File: src/rtl/washer_ctrl_p.sv
// Washing-machine sequencer: fill, N x (pause/fwd/pause/rev), drain, done, with fault and e-stop handling.
// Outputs decode only the registered state. Button inputs are edge-detected, so a held button produces one event.
module washer_ctrl_p #(
    parameter int CNT_W       = 7,
    parameter int CYC_W       = 4,
    parameter int MAX_CYC     = 15,
    parameter int DEF_CYC     = 1,
    parameter int T_PAUSE     = 5,
    parameter int T_RUN       = 60,
    parameter int T_FILL_MAX  = 90,
    parameter int T_DRAIN_MAX = 90
) (
    input  logic             clk,
    input  logic             rst,
    input  logic             tick,
    input  logic             add,
    input  logic             start,
    input  logic             emergency,
    input  logic             water_full,
    input  logic             water_empty,
    output logic             zheng,
    output logic             fan,
    output logic             inlet,
    output logic             drain,
    output logic             ledzheng,
    output logic             ledfan,
    output logic             ledstop,
    output logic             alarm,
    output logic [3:0]       mode,
    output logic [CNT_W-1:0] count,
    output logic [CYC_W-1:0] cyc_left
);

    typedef enum logic [3:0] {
        S_IDLE    = 4'd0,
        S_FILL    = 4'd1,
        S_PAUSE_A = 4'd2,
        S_FWD     = 4'd3,
        S_PAUSE_B = 4'd4,
        S_REV     = 4'd5,
        S_DRAIN   = 4'd6,
        S_DONE    = 4'd7,
        S_FAULT   = 4'd8,
        S_ESTOP   = 4'd9
    } state_t;

    localparam logic [CNT_W-1:0] L_PAUSE_END = CNT_W'(T_PAUSE - 1);
    localparam logic [CNT_W-1:0] L_RUN_END   = CNT_W'(T_RUN - 1);
    localparam logic [CNT_W-1:0] L_FILL_END  = CNT_W'(T_FILL_MAX - 1);
    localparam logic [CNT_W-1:0] L_DRAIN_END = CNT_W'(T_DRAIN_MAX - 1);
    localparam logic [CYC_W-1:0] L_CYC_MAX   = CYC_W'(MAX_CYC);
    localparam logic [CYC_W-1:0] L_CYC_DEF   = CYC_W'(DEF_CYC);
    localparam logic [CYC_W-1:0] L_CYC_ONE   = CYC_W'(1);

    state_t           r_state;
    state_t           w_next;
    logic [CNT_W-1:0] r_count;
    logic [CYC_W-1:0] r_cyc_set;
    logic [CYC_W-1:0] r_cyc_left;
    logic [CYC_W-1:0] w_cyc_set_nxt;
    logic [CYC_W-1:0] w_cyc_left_nxt;
    logic             r_add_d;
    logic             r_start_d;
    logic             w_add_edge;
    logic             w_start_edge;
    logic             w_pause_done;
    logic             w_run_done;

    assign w_add_edge   = add & ~r_add_d;
    assign w_start_edge = start & ~r_start_d;
    assign w_pause_done = tick && (r_count == L_PAUSE_END);
    assign w_run_done   = tick && (r_count == L_RUN_END);

    always_comb begin
        w_next         = r_state;
        w_cyc_set_nxt  = r_cyc_set;
        w_cyc_left_nxt = r_cyc_left;
        if (!emergency && (r_state != S_IDLE)) begin
            w_next = S_ESTOP;
        end else begin
            case (r_state)
                S_IDLE: begin
                    if (w_add_edge && (r_cyc_set < L_CYC_MAX))
                        w_cyc_set_nxt = r_cyc_set + 1'b1;
                    // An e-stop held in IDLE swallows the start edge.
                    if (w_start_edge && emergency && (r_cyc_set != '0)) begin
                        w_cyc_left_nxt = r_cyc_set;
                        w_next         = S_FILL;
                    end
                end
                S_FILL: begin
                    if (tick && (r_count == L_FILL_END)) w_next = S_FAULT;
                    else if (water_full)                 w_next = S_PAUSE_A;
                end
                S_PAUSE_A: if (w_pause_done) w_next = S_FWD;
                S_FWD:     if (w_run_done)   w_next = S_PAUSE_B;
                S_PAUSE_B: if (w_pause_done) w_next = S_REV;
                S_REV: begin
                    if (w_run_done) begin
                        if (r_cyc_left <= L_CYC_ONE) begin
                            w_cyc_left_nxt = '0;
                            w_next         = S_DRAIN;
                        end else begin
                            w_cyc_left_nxt = r_cyc_left - 1'b1;
                            w_next         = S_PAUSE_A;
                        end
                    end
                end
                S_DRAIN: begin
                    if (tick && (r_count == L_DRAIN_END)) w_next = S_FAULT;
                    else if (water_empty)                 w_next = S_DONE;
                end
                S_DONE, S_FAULT: if (w_start_edge) w_next = S_IDLE;
                S_ESTOP: begin
                    if (water_empty) begin
                        w_cyc_left_nxt = '0;
                        w_next         = S_IDLE;
                    end
                end
                default: w_next = S_IDLE;
            endcase
        end
    end

    always_ff @(posedge clk) begin
        if (!rst) begin
            r_state    <= S_IDLE;
            r_count    <= '0;
            r_cyc_set  <= L_CYC_DEF;
            r_cyc_left <= '0;
            r_add_d    <= 1'b0;
            r_start_d  <= 1'b0;
        end else begin
            r_state    <= w_next;
            r_cyc_set  <= w_cyc_set_nxt;
            r_cyc_left <= w_cyc_left_nxt;
            r_add_d    <= add;
            r_start_d  <= start;
            if (w_next != r_state)
                r_count <= '0;
            else if (tick && (r_count != '1))
                r_count <= r_count + 1'b1;
        end
    end

    assign zheng    = (r_state == S_FWD);
    assign fan      = (r_state == S_REV);
    assign ledzheng = zheng;
    assign ledfan   = fan;
    assign ledstop  = ~(zheng | fan);
    assign inlet    = (r_state == S_FILL);
    assign drain    = (r_state == S_DRAIN) || (r_state == S_ESTOP);
    assign alarm    = (r_state == S_DONE) || (r_state == S_FAULT) || (r_state == S_ESTOP);
    assign mode     = r_state;
    assign count    = r_count;
    assign cyc_left = r_cyc_left;

endmodule

File: config.mk
export PLATFORM = sky130hd
export DESIGN_NAME = washer_ctrl_p
export DESIGN_NICKNAME = d
export VERILOG_FILES = /design/src/rtl/washer_ctrl_p.sv
export SDC_FILE = /design/constraint.sdc
export NUM_CORES = 1
export LEC_CHECK = 0
export ABC_CLOCK_PERIOD_IN_PS = 4300
export CAP_MARGIN = 25
export CORE_ASPECT_RATIO = 1.2
export CORE_MARGIN = 4
export CORE_UTILIZATION = 24
export DETAILED_ROUTE_END_ITERATION = 16
export PLACE_DENSITY_LB_ADDON = 0.05
export SYNTH_ARGS = -nofsm -noshare
export SYNTH_HDL_FRONTEND = slang
export SYNTH_SLANG_ARGS = --single-unit
File: constraint.sdc
create_clock -name clk -period 4.3 [get_ports clk]
set_input_delay 0.645 -clock clk [delete_from_list [all_inputs] [get_ports clk]]
set_output_delay 0.645 -clock clk [all_outputs]
set_load 0.02 [all_outputs]
# ---- Yosys cells after proc, flatten, opt, wreduce, memory -nomap -nowiden
# Index checks and enable logic that the tools add are counted.
dict set report totals {
  wordCells 75
  regBits 21
  inputBits 8
  output_inout_bits 23
}
dict set report op_classes {
  addsub 3
  n_lt_le_gt_ge 2
  eq_ne 17
  n_reduce_logical 20
  bitwise 8
  mux 19
}
# operator n
set op_table {}
lappend op_table {{$mux W4} 16}
lappend op_table {{$pmux W4 S9} 1}
lappend op_table {{$eq A4 B3 Y1 const B} 4}
lappend op_table {{$pmux W4 S3} 1}
lappend op_table {{$eq A4 B2 Y1 const B} 2}
lappend op_table {{$eq A4 B4 Y1 const B} 2}
lappend op_table {{$logic_and A1 B1 Y1} 8}
lappend op_table {{$reduce_bool A4 Y1} 2}
lappend op_table {{$add A7 B1 Y7 const B} 1}
lappend op_table {{$eq A7 B3 Y1 const B} 1}
lappend op_table {{$eq A7 B6 Y1 const B} 1}
lappend op_table {{$eq A7 B7 Y1 const B} 1}
lappend op_table {{$ne A7 B7 Y1 const B} 1}
lappend op_table {{$not A1 Y1} 5}
lappend op_table {{$reduce_and A5 Y1} 1}
lappend op_table {{$add A4 B1 Y4 const B} 1}
lappend op_table {{$eq A4 B1 Y1 const B} 1}
lappend op_table {{$le A4 B1 Y1 const B} 1}
lappend op_table {{$logic_not A4 Y1} 1}
lappend op_table {{$lt A4 B4 Y1 const B} 1}
lappend op_table {{$ne A2 B2 Y1 const B} 2}
lappend op_table {{$ne A4 B4 Y1} 1}
lappend op_table {{$reduce_or A2 Y1} 2}
lappend op_table {{$sub A4 B1 Y4 const B} 1}
lappend op_table {{other kinds (8)} 11}

# ---- Longest topological paths before layout
dict set report depth {
  word_depth 9
  ltp_mapped 7
  mapped_depth_nobuf 7
}

# ---- Worst setup path after synthesis
# Ideal clock, no wire load.
dict set report synth_timing {
  path_kind {flip-flop to output port}
  start {register r_state[1] (netlist: mode[1])}
  end {output zheng}
  t_required_ns 3.655
  arrival_ns 1.848
  path_stages_with_launch 6
  setup_slack_ns 1.807
  path_buffers 3
  cell_sequence {dfxtp_1 > buf_6 > clkbuf_1 > nand2_1 > nor3_1 > buf_4}
}
dict set report synth_via {
  elab_chain_len 1
}
# item line_no
set synth_lines {}
lappend synth_lines {{start: declaration} 55} ;# state_t r_state;
lappend synth_lines {{start signal: assignment} 134} ;# r_state <= w_next;
lappend synth_lines {{$eq A4 B2 Y1} 146} ;# assign zheng = (r_state == S_FWD);
lappend synth_lines {{end: declaration} 21} ;# output logic zheng,
# No other way between the ends.

# ---- Worst setup path after layout
dict set report layout_timing {
  start {register r_state[0] (netlist: mode[0])}
  end {output zheng}
}
# The elaborated chain is that of the path after synthesis.

==> summary.txt <==
Run
  • Max Cap Viol: 0

Drt
  • Wirelength per Cell: 15.2 µm
  • DRC Markers: 0
  • First-pass DRT Iterations: 4
  • Via density: 5.15
  • Initial DRC count: 120
  • Drt total wl: 4500 µm
  • Routed Antenna Nets: 0
  • Via count: 1524

Floorplan
  • Starting Density: between 20 and 30%
  • Core area: 6170 µm²
  • Num rows: 31
  • Die Width: 81.3 µm
  • Die ar.: 7810 µm²
  • I/O pin cnt: 31
  • Die Ht: about 96 µm

Critical path
  • Critical Path AT: 2330 ps
  • Biggest cell delay along the critical path: roughly 720 ps
  • Crit-path max FO: 19
  • Crit end category: output port
  • Critical path launch point type: flop
  • Bufs and invs on worst path: 1
  • Reg-to-Reg Start: mode[0]
  • Crit path launch: mode[0]
  • Critical-path cell list: nand2_1 > nor3_1 > clkdlybuf4s50_1
  • Critical path depth: 3
  • Crit path max-delay cell type: dfxtp_1
  • R2R depth: 5
  • Critical setup path kind: flop to output port
  • CP top delay family: flip-flops
  • Crit path required time: 3650 ps

Clock network
  • CTS tree: yes
  • Setup Fix Bufs, Post-CTS: 0
  • Clock Latency Late Sink: 260 ps
  • Clock sinks: 21
  • CTS H-tree lvls: 1
  • CTS Root Cell: clkbuf_8
  • Maximum root-to-sink buffer count: 2
  • CTS Buf Count: 3
  • Clk slew on worst S/H paths: ~80 ps
  • Post-cts resize count: 0
  • Hold-fix buffers, CTS: 0

Logic synthesis
  • Yosys top cell area share: between 20 and 30%
  • Post-synth top flop: dfxtp_1
  • Post-Syn Nets: 205
  • Cell taking the most area after synthesis: dfxtp_1
  • Post-synth ARST share: 0%
  • Top cells by area, synth: dfxtp_1, ha_1, a21oi_1, xnor2_1, a211oi_1
  • Mapped cell area: 1550 µm²
  • Register area share after synthesis: 27.1%
  • #FFs+latches synth: 21
  • Yosys cell types: 55
  • Mean Syn Cell Area: 8.15 µm²
  • Synth Warn #: 0
  • Instance count of the mapped netlist: 190
  • Post-synth EDFFs: 0

Cells and area
  • # diodes: 0
  • Final core occ: a little under a third
  • Share of cells above drive strength 1: 6.07%
  • NumNets Final: 230
  • Synth-to-layout area growth: 25.3%

Power and ir drop
  • PD cells: 272 nW/µm²
  • Leak Pwr: 0.631 nW
  • Maximum vdd drop: 0.000148 V

Min path
  • Hold Startpoint: r_cyc_set[3]
  • Worst Hold Class: flop to flop
  • Hold path cells: 2

Placed design
  • Port-buffer cells: 30
  • GPL Wtd Cong: 0.813
  • Post-detail-place hpwl: between 3000 and 4000 µm

Global routing
  • Vias in the first global route: 1500
  • Grt total ovfl: 0
  • Largest net degree at the start of global routing: 21
  • Initial antenna violation count: 0
  • First-pass GRT wire length: 7410 µm
  • Gr usage total: 12.1%

STA
  • RSZ-0062 raised after global routing: false
  • Slew @ Worst Pin: 873 ps
  • Tmin final: around 3000 ps
  • Period utilization: 69.3%
  • Setup Skew: 3.12 ps
  • Final setup viols: 0
  • Fmax: 336 MHz
  • Slew Limit Fails: 0
  • Relative slew slack: 41.1%
  • Setup TNS: 0 ps
  • Endpoints failing hold: 0

Outcome
  • Status: complete, no violations
==> cells in the final DEF, fill, tap and decap left out, types with 4 or more instances in the layout <==
master,count
nand2_1,12
clkdlybuf4s50_1,30
xnor2_1,7
inv_1,9
nor3_1,7
a211oi_1,8
a311oi_1,5
nor2b_1,8
nor2_1,12
dfxtp_1,21
nand2b_1,5
nand3_1,8
ha_1,7
o21ai_0,4
a21o_1,4
a21oi_1,15
==> layer usage <==
| metal | wire (µm) | GRT usage, % | vias to the layer above |
|---|---|---|---|
| met4 | 123 | 5.63 | 0 |
| met5 | 0 | 0 | - |
| met1 | 2120 | 15.6 | 711 |
| li1 | - | - | 766 |
| met3 | 167 | 2.06 | 12 |
| met2 | 2090 | 19.6 | 35 |
==> synthesized netlist by cell type (3+ instances only) <==
cell	instances
a211oi_1	8
a21o_1	4
a21oi_1	15
a311oi_1	5
and2_1	3
and3_1	3
buf_4	3
clkbuf_1	5
dfxtp_1	21
ha_1	7
inv_1	9
nand2_1	12
nand2b_1	5
nand3_1	8
nor2_1	12
nor2b_1	8
nor3_1	7
o21ai_0	4
xnor2_1	7
==> cell type report <==
class	instances	area, µm²
clock inverters	1	5.00
repair buffers	30	300
flip-flops and latches	21	420
inverters	10	37.5
well taps	82	103
multi-input cells	149	1030
clock buffers	3	41.3
fillers	664	4230
==> final timing paths <==
check	endpoint	slack [ps]
worst max register to register	count[6]	1910
worst min-delay path	r_cyc_set[3]	540
worst max-delay path	zheng	1320
worst min register to register	r_cyc_set[3]	540
==> per-stage QoR <==
stage	total power, mW	hold slack [ps]	instances	worst slack (ps)	instance area (µm²)
2_1_floorplan	0.343	480	190	1810	1550
3_3_place_gp	0.402	522	292	1580	1890
3_5_place_dp	0.400	528	292	1560	1890
4_1_cts	0.536	543	296	1300	1940
5_1_grt	0.568	572	296	1120	1940
6_report	0.527	540	296	1320	1940
==> state kept, by name, summed over array words and instances (netlist names) <==
signal	cells
count	7
cyc_left	4
mode	4
r_add_d	1
r_cyc_set	4
r_start_d	1
==> logic make-up after synthesis <==
logic type / count (synthesis) / synth area share (%)
buffers and inverters: 20 / 6.14
and+or+nand+nor: 75 / 28.3
xor gates and xnor gates: 8 / 4.52
adders and majority gates: 7 / 5.65
AOI/OAI and AO/OA: 57 / 27.0
muxes: 2 / 1.29
DFF: 21 / 27.1
==> power breakdown <==
group | switching [mW] | leakage (nW) | total (mW) | internal, mW
sequential | 0.0253 | 0.171 | 0.233 | 0.208
combinational | 0.0870 | 0.435 | 0.161 | 0.0744
clock | 0.0681 | 0.0255 | 0.133 | 0.0646
==> tightest hold or removal path: stages (launching register included) <==
cell     delay [ps]
dfxtp_1         350
o21ai_0          80
a21oi_1          60
(Power assumes the default switching activity.)
